**config.mk**
```make
export PLATFORM = sky130hd
export DESIGN_NAME = ssd1306_spi_sink
export DESIGN_NICKNAME = d
export VERILOG_FILES = /design/src/rtl/ssd1306_pkg.sv /design/src/rtl/ssd1306_spi_sink_rx.sv /design/src/rtl/ssd1306_spi_sink.sv
export SDC_FILE = /design/constraint.sdc
export NUM_CORES = 1
export LEC_CHECK = 0
export CORE_MARGIN = 5
export CORE_UTILIZATION = 63
export CTS_CLUSTER_SIZE = 28
export DETAILED_ROUTE_END_ITERATION = 10
export DONT_BUFFER_PORTS = 1
export PLACE_DENSITY = 0.79
export SYNTH_ARGS = -nofsm -noshare
export SYNTH_HDL_FRONTEND = slang
export SYNTH_SLANG_ARGS = --single-unit
export TNS_END_PERCENT = 5
```
**constraint.sdc**
```tcl
create_clock -name i_Clk -period 2.5 [get_ports i_Clk]
set_input_delay 0.375 -clock i_Clk [delete_from_list [all_inputs] [get_ports i_Clk]]
set_output_delay 0.375 -clock i_Clk [all_outputs]
set_load 0.02 [all_outputs]
```
**src/rtl/ssd1306_pkg.sv**
```systemverilog
// Shared opcodes, addressing-mode encodings, panel geometry and decoder state type
// for the SSD1306 panel-side SPI model.
package ssd1306_pkg;

  localparam logic [7:0] CMD_MODE     = 8'h20;
  localparam logic [7:0] CMD_COLADDR  = 8'h21;
  localparam logic [7:0] CMD_PAGEADDR = 8'h22;
  localparam logic [7:0] CMD_DISP_OFF = 8'hAE;
  localparam logic [7:0] CMD_DISP_ON  = 8'hAF;

  localparam logic [1:0] MODE_HORIZ = 2'd0;
  localparam logic [1:0] MODE_VERT  = 2'd1;
  localparam logic [1:0] MODE_PAGE  = 2'd2;

  localparam int COLS   = 128;
  localparam int PAGES  = 8;
  localparam int COL_W  = $clog2(COLS);
  localparam int PAGE_W = $clog2(PAGES);

  typedef enum logic [1:0] {
    ST_IDLE = 2'd0,
    ST_ARG1 = 2'd1,
    ST_ARG2 = 2'd2
  } dec_state_e;

  // Opcodes that take a single argument which this model swallows.
  function automatic logic is_one_arg(input logic [7:0] op);
    case (op)
      8'h81, 8'h8D, 8'hA8, 8'hD3, 8'hD5, 8'hD9, 8'hDA, 8'hDB: return 1'b1;
      default:                                               return 1'b0;
    endcase
  endfunction

endpackage

```
**src/rtl/ssd1306_spi_sink_rx.sv**
```systemverilog
// SPI mode-0 byte receiver: input synchronisers, SCK rising-edge detect,
// MSB-first shift register and bit counter with CS_n framing.
module spi_slave_rx #(
  parameter int SYNC_STAGES = 2
) (
  input  logic       i_Clk,
  input  logic       i_Rst_L,
  input  logic       i_SPI_Clk,
  input  logic       i_SPI_MOSI,
  input  logic       i_SPI_CS_n,
  input  logic       i_DC,
  output logic [7:0] o_Byte,
  output logic       o_DC,
  output logic       o_DV
);

  logic [SYNC_STAGES-1:0] sck_sync_q, mosi_sync_q, cs_sync_q, dc_sync_q;
  logic                   sck_prev_q, cs_prev_q;
  logic [6:0]             shift_q, shift_d;
  logic [2:0]             cnt_q, cnt_d;
  logic [7:0]             byte_q, byte_d;
  logic                   dc_q, dc_d, dv_q, dv_d;
  logic                   sck_s, mosi_s, cs_s, dc_s, shift_en, done;

  assign sck_s  = sck_sync_q[SYNC_STAGES-1];
  assign mosi_s = mosi_sync_q[SYNC_STAGES-1];
  assign cs_s   = cs_sync_q[SYNC_STAGES-1];
  assign dc_s   = dc_sync_q[SYNC_STAGES-1];

  // Looking at the previous CS_n too lets an 8th edge that coincides with
  // CS_n rising still complete its byte.
  assign shift_en = sck_s & ~sck_prev_q & (~cs_s | ~cs_prev_q);
  assign done     = shift_en & (cnt_q == 3'd7);

  always_comb begin
    shift_d = shift_q;
    cnt_d   = cnt_q;
    byte_d  = byte_q;
    dc_d    = dc_q;
    dv_d    = 1'b0;
    if (shift_en) begin
      shift_d = {shift_q[5:0], mosi_s};
      cnt_d   = cnt_q + 3'd1;
    end
    if (done) begin
      byte_d = {shift_q, mosi_s};
      dc_d   = dc_s;
      dv_d   = 1'b1;
    end
    if (cs_s) cnt_d = '0;
  end

  always_ff @(posedge i_Clk or negedge i_Rst_L) begin
    if (!i_Rst_L) begin
      sck_sync_q  <= '0;
      mosi_sync_q <= '0;
      cs_sync_q   <= '1;
      dc_sync_q   <= '0;
      sck_prev_q  <= 1'b0;
      cs_prev_q   <= 1'b1;
      shift_q     <= '0;
      cnt_q       <= '0;
      byte_q      <= '0;
      dc_q        <= 1'b0;
      dv_q        <= 1'b0;
    end else begin
      sck_sync_q  <= {sck_sync_q[SYNC_STAGES-2:0], i_SPI_Clk};
      mosi_sync_q <= {mosi_sync_q[SYNC_STAGES-2:0], i_SPI_MOSI};
      cs_sync_q   <= {cs_sync_q[SYNC_STAGES-2:0], i_SPI_CS_n};
      dc_sync_q   <= {dc_sync_q[SYNC_STAGES-2:0], i_DC};
      sck_prev_q  <= sck_s;
      cs_prev_q   <= cs_s;
      shift_q     <= shift_d;
      cnt_q       <= cnt_d;
      byte_q      <= byte_d;
      dc_q        <= dc_d;
      dv_q        <= dv_d;
    end
  end

  assign o_Byte = byte_q;
  assign o_DC   = dc_q;
  assign o_DV   = dv_q;

endmodule

```
**src/rtl/ssd1306_spi_sink.sv**
```systemverilog
// SSD1306 panel-side model: command decoder for the addressing subset, GDDRAM
// column/page pointers and the framebuffer write port.
module ssd1306_spi_sink
  import ssd1306_pkg::*;
#(
  parameter int SYNC_STAGES = 2,
  parameter int FB_ADDR_W   = 10
) (
  input  logic                 i_Clk,
  input  logic                 i_Rst_L,
  input  logic                 i_SPI_Clk,
  input  logic                 i_SPI_MOSI,
  input  logic                 i_SPI_CS_n,
  input  logic                 i_DC,
  output logic                 o_Wr_En,
  output logic [FB_ADDR_W-1:0] o_Wr_Addr,
  output logic [7:0]           o_Wr_Data,
  output logic                 o_Cmd_DV,
  output logic [7:0]           o_Cmd_Byte,
  output logic                 o_Display_On,
  output logic [1:0]           o_Mode
);

  logic [7:0] rx_byte;
  logic       rx_dc, rx_dv;

  spi_slave_rx #(.SYNC_STAGES(SYNC_STAGES)) u_rx (
    .i_Clk      (i_Clk),
    .i_Rst_L    (i_Rst_L),
    .i_SPI_Clk  (i_SPI_Clk),
    .i_SPI_MOSI (i_SPI_MOSI),
    .i_SPI_CS_n (i_SPI_CS_n),
    .i_DC       (i_DC),
    .o_Byte     (rx_byte),
    .o_DC       (rx_dc),
    .o_DV       (rx_dv)
  );

  dec_state_e           state_q, state_d;
  logic [7:0]           cmd_q, cmd_d;
  logic [COL_W-1:0]     arg1_q, arg1_d;
  logic [COL_W-1:0]     col_q, col_d, col_start_q, col_start_d, col_end_q, col_end_d;
  logic [PAGE_W-1:0]    page_q, page_d, page_start_q, page_start_d, page_end_q, page_end_d;
  logic [1:0]           mode_q, mode_d;
  logic                 disp_q, disp_d;
  logic                 wr_en_q, wr_en_d, cmd_dv_q, cmd_dv_d;
  logic [FB_ADDR_W-1:0] wr_addr_q, wr_addr_d;
  logic [7:0]           wr_data_q, wr_data_d, cmd_byte_q, cmd_byte_d;

  logic                 col_wrap, page_wrap;
  logic [COL_W-1:0]     col_inc, col_rng;
  logic [PAGE_W-1:0]    page_rng;

  assign col_wrap  = (col_q == col_end_q);
  assign page_wrap = (page_q == page_end_q);
  assign col_inc   = col_q + 1'b1;
  assign col_rng   = col_wrap ? col_start_q : col_inc;
  assign page_rng  = page_wrap ? page_start_q : page_q + 1'b1;

  always_comb begin
    state_d      = state_q;
    cmd_d        = cmd_q;
    arg1_d       = arg1_q;
    col_d        = col_q;
    col_start_d  = col_start_q;
    col_end_d    = col_end_q;
    page_d       = page_q;
    page_start_d = page_start_q;
    page_end_d   = page_end_q;
    mode_d       = mode_q;
    disp_d       = disp_q;
    wr_en_d      = 1'b0;
    wr_addr_d    = wr_addr_q;
    wr_data_d    = wr_data_q;
    cmd_dv_d     = 1'b0;
    cmd_byte_d   = cmd_byte_q;
    if (rx_dv && rx_dc) begin
      // Data aborts any half-received command; range args only commit on completion.
      state_d   = ST_IDLE;
      wr_en_d   = 1'b1;
      wr_addr_d = FB_ADDR_W'({page_q, col_q});
      wr_data_d = rx_byte;
      case (mode_q)
        MODE_HORIZ: begin
          col_d = col_rng;
          if (col_wrap) page_d = page_rng;
        end
        MODE_VERT: begin
          page_d = page_rng;
          if (page_wrap) col_d = col_rng;
        end
        default: col_d = col_inc;
      endcase
    end else if (rx_dv) begin
      cmd_dv_d   = 1'b1;
      cmd_byte_d = rx_byte;
      case (state_q)
        ST_IDLE: begin
          cmd_d = rx_byte;
          if (rx_byte == CMD_MODE || rx_byte == CMD_COLADDR ||
              rx_byte == CMD_PAGEADDR || is_one_arg(rx_byte))
            state_d = ST_ARG1;
          else if (rx_byte == CMD_DISP_OFF)     disp_d = 1'b0;
          else if (rx_byte == CMD_DISP_ON)      disp_d = 1'b1;
          else if (rx_byte[7:3] == 5'b10110)    page_d = rx_byte[2:0];
          else if (rx_byte[7:4] == 4'h0)        col_d[3:0] = rx_byte[3:0];
          else if (rx_byte[7:3] == 5'b00010)    col_d[6:4] = rx_byte[2:0];
        end
        ST_ARG1: begin
          arg1_d  = rx_byte[6:0];
          state_d = ST_IDLE;
          if (cmd_q == CMD_MODE) begin
            if (rx_byte[1:0] != 2'd3) mode_d = rx_byte[1:0];
          end else if (cmd_q == CMD_COLADDR || cmd_q == CMD_PAGEADDR) begin
            state_d = ST_ARG2;
          end
        end
        ST_ARG2: begin
          state_d = ST_IDLE;
          if (cmd_q == CMD_COLADDR) begin
            col_start_d = arg1_q;
            col_end_d   = rx_byte[6:0];
            col_d       = arg1_q;
          end else begin
            page_start_d = arg1_q[2:0];
            page_end_d   = rx_byte[2:0];
            page_d       = arg1_q[2:0];
          end
        end
        default: state_d = ST_IDLE;
      endcase
    end
  end

  always_ff @(posedge i_Clk or negedge i_Rst_L) begin
    if (!i_Rst_L) begin
      state_q      <= ST_IDLE;
      cmd_q        <= '0;
      arg1_q       <= '0;
      col_q        <= '0;
      col_start_q  <= '0;
      col_end_q    <= COL_W'(COLS - 1);
      page_q       <= '0;
      page_start_q <= '0;
      page_end_q   <= PAGE_W'(PAGES - 1);
      mode_q       <= MODE_PAGE;
      disp_q       <= 1'b0;
      wr_en_q      <= 1'b0;
      wr_addr_q    <= '0;
      wr_data_q    <= '0;
      cmd_dv_q     <= 1'b0;
      cmd_byte_q   <= '0;
    end else begin
      state_q      <= state_d;
      cmd_q        <= cmd_d;
      arg1_q       <= arg1_d;
      col_q        <= col_d;
      col_start_q  <= col_start_d;
      col_end_q    <= col_end_d;
      page_q       <= page_d;
      page_start_q <= page_start_d;
      page_end_q   <= page_end_d;
      mode_q       <= mode_d;
      disp_q       <= disp_d;
      wr_en_q      <= wr_en_d;
      wr_addr_q    <= wr_addr_d;
      wr_data_q    <= wr_data_d;
      cmd_dv_q     <= cmd_dv_d;
      cmd_byte_q   <= cmd_byte_d;
    end
  end

  assign o_Wr_En      = wr_en_q;
  assign o_Wr_Addr    = wr_addr_q;
  assign o_Wr_Data    = wr_data_q;
  assign o_Cmd_DV     = cmd_dv_q;
  assign o_Cmd_Byte   = cmd_byte_q;
  assign o_Display_On = disp_q;
  assign o_Mode       = mode_q;

endmodule

```
Word-level counts from Yosys, hierarchy flattened
Index checks and enable logic that the tools add are counted.
{ "op_classes": {"mul": 0, "n_mux": 43, "n_lt_le_gt_ge": 0, "eq_ne": 39, "bitwise_logic": 10, "n_reduce_logical": 24, "shift": 0, "n_addsub": 3, "div_mod_pow": 0} }
{ "op_table": {"columns": ["operator", "n"], "rows": [
  ["$eq 8x8->1 const B", 10],
  ["$mux 7", 9],
  ["$eq 8x6->1 const B", 6],
  ["$mux 3", 13],
  ["$ne 3x3->1 const B", 13],
  ["$pmux 7 s2", 2],
  ["$reduce_and 9->1", 2],
  ["$pmux 3 s2", 2],
  ["$mux 1", 10],
  ["$mux 2", 5],
  ["$reduce_and 10->1", 1],
  ["$reduce_and 5->1", 2],
  ["$reduce_and 4->1", 2],
  ["$reduce_or 8->1", 1],
  ["$add 7x1->7 const B", 1],
  ["$eq 7x7->1", 1],
  ["$add 3x1->3 const B", 2],
  ["$not 1->1", 6],
  ["$reduce_and 3->1", 2],
  ["$reduce_bool 2->1", 3],
  ["$eq 5x2->1 const B", 1],
  ["$eq 5x5->1 const B", 1],
  ["$eq 2x1->1 const B", 2],
  ["$logic_not 2->1", 2],
  ["other kinds (14)", 20]
]} }
{ "word_totals": {"mem_bits_ro": 0, "latch_bits": 0, "ramBits": 0, "elab_cells": 147, "n_memories": 0, "regBits": 108} }

Longest topological paths before layout
{ "depth": {"depth_word": 11, "ltp_mapped": 8} }

Hierarchy
From an unflattened synthesis, not the netlist that was laid out.
{ "hier_totals": {"cells_unflattened": 419, "area_unflattened_um2": 4834.6} }
{ "by_module_without_submodules": {"columns": ["mod", "cells_per_inst", "instances", "area_each_um2"], "rows": [
  ["ssd1306_spi_sink", 359, 1, 3778.6],
  ["spi_slave_rx", 60, 1, 1056.0]
]} }

Worst setup path before layout
OpenSTA, ideal clock, no wires.
{ "synth_path": {"kind": "register -> register", "startpoint": "register col_end_q[1]", "endpoint": "register col_q[3]", "slack_ps": 715, "synth_period_minus_slack_ps": 1785, "setup_ps": 128, "path_stages_with_launch": 8, "t_required_ps": 2372, "arrival_ps": 1656, "path_cell_list": "dfstp_2 > xor2_1 > nor4_1 > nand2_1 > buf_4 > mux2_1 > a211oi_1 > a21oi_1"} }
{ "synth_between": {"elab_chain_len": 5} }
{ "synth_rtl": {"columns": ["element", "line_no", "text"], "rows": [
  ["start: declaration", "ssd1306_spi_sink.sv:42", "logic [COL_W-1:0] col_q, col_d, col_start_q, col_start_d, col_end_q, col_end_d;"],
  ["start signal: assignment", "ssd1306_spi_sink.sv:142", "col_end_q <= COL_W'(COLS - 1);"],
  ["start signal: assignment", "ssd1306_spi_sink.sv:159", "col_end_q <= col_end_d;"],
  ["$eq 7x7->1 *", "ssd1306_spi_sink.sv:54", "assign col_wrap = (col_q == col_end_q);"],
  ["$mux 7 *", "ssd1306_spi_sink.sv:57", "assign col_rng = col_wrap ? col_start_q : col_inc;"],
  ["$mux 7", "ssd1306_spi_sink.sv:90", "if (page_wrap) col_d = col_rng;"],
  ["$pmux 7 s2 *", "ssd1306_spi_sink.sv:83", "case (mode_q)"],
  ["$mux 7 *", "ssd1306_spi_sink.sv:77", "if (rx_dv && rx_dc) begin"],
  ["end signal: assignment", "ssd1306_spi_sink.sv:157", "col_q <= col_d;"],
  ["end: declaration", "ssd1306_spi_sink.sv:42", null]
]} }
Every way passes the cells marked *; elsewhere a longest branch is shown, timed or not. The select of a mux whose other input is x is not followed.
A chain may end at the register's enable or synchronous reset.

Worst setup path in the final report
{ "layout_path": {"startpoint": "register state_q[1]", "endpoint": "register col_start_q[2]"} }
{ "layout_between": {"elab_chain_len": 2} }
{ "layout_rtl": {"columns": ["element", "line_no", "text"], "rows": [
  ["start: declaration", "ssd1306_spi_sink.sv:39", "dec_state_e state_q, state_d;"],
  ["start signal: assignment", "ssd1306_spi_sink.sv:154", "state_q <= state_d;"],
  ["$eq 2x2->1", "ssd1306_spi_sink.sv:97", "case (state_q)"],
  ["$reduce_and 4->1 (no source line)", null, null],
  ["end signal: assignment", "ssd1306_spi_sink.sv:158", "col_start_q <= col_start_d;"],
  ["end: declaration", "ssd1306_spi_sink.sv:42", null]
]} }
No other way between the ends.

==> impl_metrics.json <==
{
  "fin_util_pct": 69.0,
  "placement.cell_area_mm2": 0.00489,
  "p_leak_nw": 2.58,
  "nFillCells": 550,
  "nets": 443,
  "layout_setup_ws_ps": 407,
  "setup_viol": 0,
  "cts_buffer_depth": 2,
  "violations": "hold timing",
  "cts_setup_buffers": 0,
  "yosysWarnings": 0,
  "ys_ff_latch": 108,
  "period_minus_slack_ps": 2090,
  "syn-num-nets": 443,
  "yosys.area_share.simple_pct": 16.1,
  "via_per_inst": 5.84,
  "grt-ovfl-total": 0,
  "maxCapViolations": 0,
  "cts_sinks": 108,
  "yosysMostFrequentCell": "nand2_1",
  "vias": 3136,
  "fin_crit_sh_pct": 83.7,
  "run_status": "finished with violations",
  "postLayoutCellArea_mm2": 0.00506,
  "synth_top_family_by_area": "simple AND/OR/NAND/NOR gates",
  "antenna_left": 0,
  "power_density_mw_per_mm2": 543,
  "place_ws_ps": 433,
  "cts_htree_levels": 3,
  "cts-resized-gates": 0,
  "die_h_um": 97.2,
  "yosysSeqAreaShare_pct": 56.8,
  "critPathLaunch": "state_q[1]",
  "area_growth_pct": 5.65,
  "core.rowCount": 31,
  "path_max_fanout": 16,
  "clk_pin_slew_ps": 100,
  "synth_cell_type_count": 49,
  "grt_pass1_vias": 3110,
  "clock_skew_ps": 11.1,
  "place.detailed.hpwl_mm": 6.40,
  "rsz0062_at_grt": "no",
  "synthArstFlopShare_pct": 100,
  "placed_cells": 520,
  "slew_violations": 0,
  "synth_area_mm2": 0.00479,
  "grt_usage_pct": 21.0,
  "ir_drop_uv": 348,
  "dr.pass1.iters": 4,
  "clock.fmax_mhz": 478,
  "portBuffers": 0,
  "clock_latency_ps": 360,
  "post_drt_wl_per_cell_um": 17.2,
  "synth_common_cells": "nand2_1, dfrtp_1, mux2_2",
  "timing.rr.start": "state_q[1]",
  "drt_iter0_drc": 222,
  "yosys-top-cells-area": "dfrtp_1, nand2_1, dfstp_2",
  "hp-class": "input pin to async pin",
  "holdWs_ps": -308,
  "synthAdderAreaFrac_pct": 1.05,
  "hold_viol": 108,
  "ys.flop_type": "dfrtp_1",
  "clock-root-buffer": "clkbuf_8",
  "dieArea_mm2": 0.00944,
  "io_pins": 37,
  "grt_pass1_wl_mm": 16.0,
  "fp.dieW_um": 97.2,
  "num_antenna_cells": 0,
  "cp-start-kind": "register",
  "syn_inst": 433,
  "worst_slew_pin_slew_ps": 596,
  "tns_ps": 0,
  "cts_buffers": 9,
  "cp_data_arrival_time_ps": 2340,
  "synth_edf_count": 0,
  "synthXorXnorAreaFrac_pct": 2.93,
  "slew_headroom_pct": 60.2,
  "antenna_found_initial": 0,
  "criticalPathCategory": "register to register",
  "start_util_pct": 65.3,
  "yosys-mux-area-fraction_pct": 12.5,
  "synth_top_area_share_pct": 49.1,
  "endpoint_kind": "register",
  "place_congestion": 0.913,
  "cts_hold_buf": 1,
  "final_layout_size_suffix_gt1_share_pct": 17.4,
  "wirelength_mm": 9.26,
  "final-instance-count-excl-fill": 537,
  "crit_required_ps": 2750,
  "yosysTopAreaCell": "dfrtp_1",
  "grt_max_degree": 109,
  "synth_area_per_cell_um2": 11.1,
  "drc_errors": 0,
  "cts_tree": "built",
  "synth-compound-area-share_pct": 7.95,
  "coreArea_mm2": 0.00733
}
==> stage by stage <==
step	power (mW)	hold slack, ps
floorplan	1.86	79.4
detailed placement	1.88	82.0
finish	2.74	-308
global route	2.86	-335
CTS	2.77	-321
global placement	1.87	81.9
==> per-layer routing <==
metal | part of all wire (%) | vias to the layer above | GRT usage (%)
met5 | 0 | - | 0
li1 | - | 1487 | -
met1 | 45 | 1564 | 28.6
met3 | 5.0 | 13 | 3.59
met4 | 1.7 | 0 | 7.67
met2 | 49 | 72 | 33.9
==> power breakdown <==
part | switching, mW | internal (mW) | leakage, nW | total [mW]
clock network | 0.545 | 0.358 | 0.0791 | 0.903
registers | 0.0234 | 1.78 | 1.44 | 1.81
logic | 0.0190 | 0.0153 | 1.06 | 0.0343
==> flip-flops by register name, indices dropped and copies added, names as in the netlist, 3 cells and up <==
signal and count:
o_Wr_Addr 10, cmd_q 8, o_Cmd_Byte 8, o_Wr_Data 8, u_rx.o_Byte 8, arg1_q 7
col_end_q 7, col_q 7, col_start_q 7, u_rx.shift_q 7, page_end_q 3, page_q 3
page_start_q 3, u_rx.cnt_q 3
==> cell usage in the layout, fill, tap and decap left out, drive strengths merged, types with 6 or more instances in the layout <==
master | netlist | layout
nand2 | 106 | 106
dfrtp | 94 | 94
mux2 | 46 | 46
o21ai | 18 | 18
dfstp | 14 | 14
nor2 | 13 | 13
xor2 | 13 | 13
a21oi | 12 | 12
clkbuf | 14 | 11
buf | 7 | 9
mux2i | 8 | 8
inv | 8 | 8
and2 | 6 | 6
nand4 | 6 | 6
a211oi | 6 | 6
==> cell type report <==
class                   instances  area (um2)  share of cell area [%]
flip-flops and latches        108        2720                    53.8
clock inverters                 5        30.0                   0.594
multi-input cells             295        1940                    38.4
repair buffers                 10        77.6                    1.53
clock buffers                  11         131                    2.60
inverters                       9        33.8                   0.668
well taps                      99         124                    2.45
==> critical path, cell delays in order, from the launching register on <==
cell	delay, ps
dfrtp_1	510
nor2b_1	550
nand3_2	480
mux2_1	450
==> path summary, 6_finish.rpt <==
path                       cells past startpoint                  end  slack [ps]
setup / recovery                               3       col_start_q[2]         410
hold / removal                                 0        o_Cmd_Byte[1]        -310
setup reg to reg                               3       col_start_q[2]         410
hold reg to reg                                0  u_rx.mosi_sync_q[1]         350
max in group asynchronous                      0            o_Mode[1]        2570
min in group i_Clk                             0   u_rx.sck_sync_q[0]          40
==> cell families (layout without fill, tap and decap cells) <==
group / after synthesis / after routing
AOI/OAI and AO/OA: 59 / 59
and+or+nand+nor: 162 / 162
DFF: 108 / 108
adders and majority gates: 4 / 4
xor gates and xnor gates: 16 / 16
buffers and inverters: 30 / 35
muxes: 54 / 54
Power figures use the tool's default switching activity.
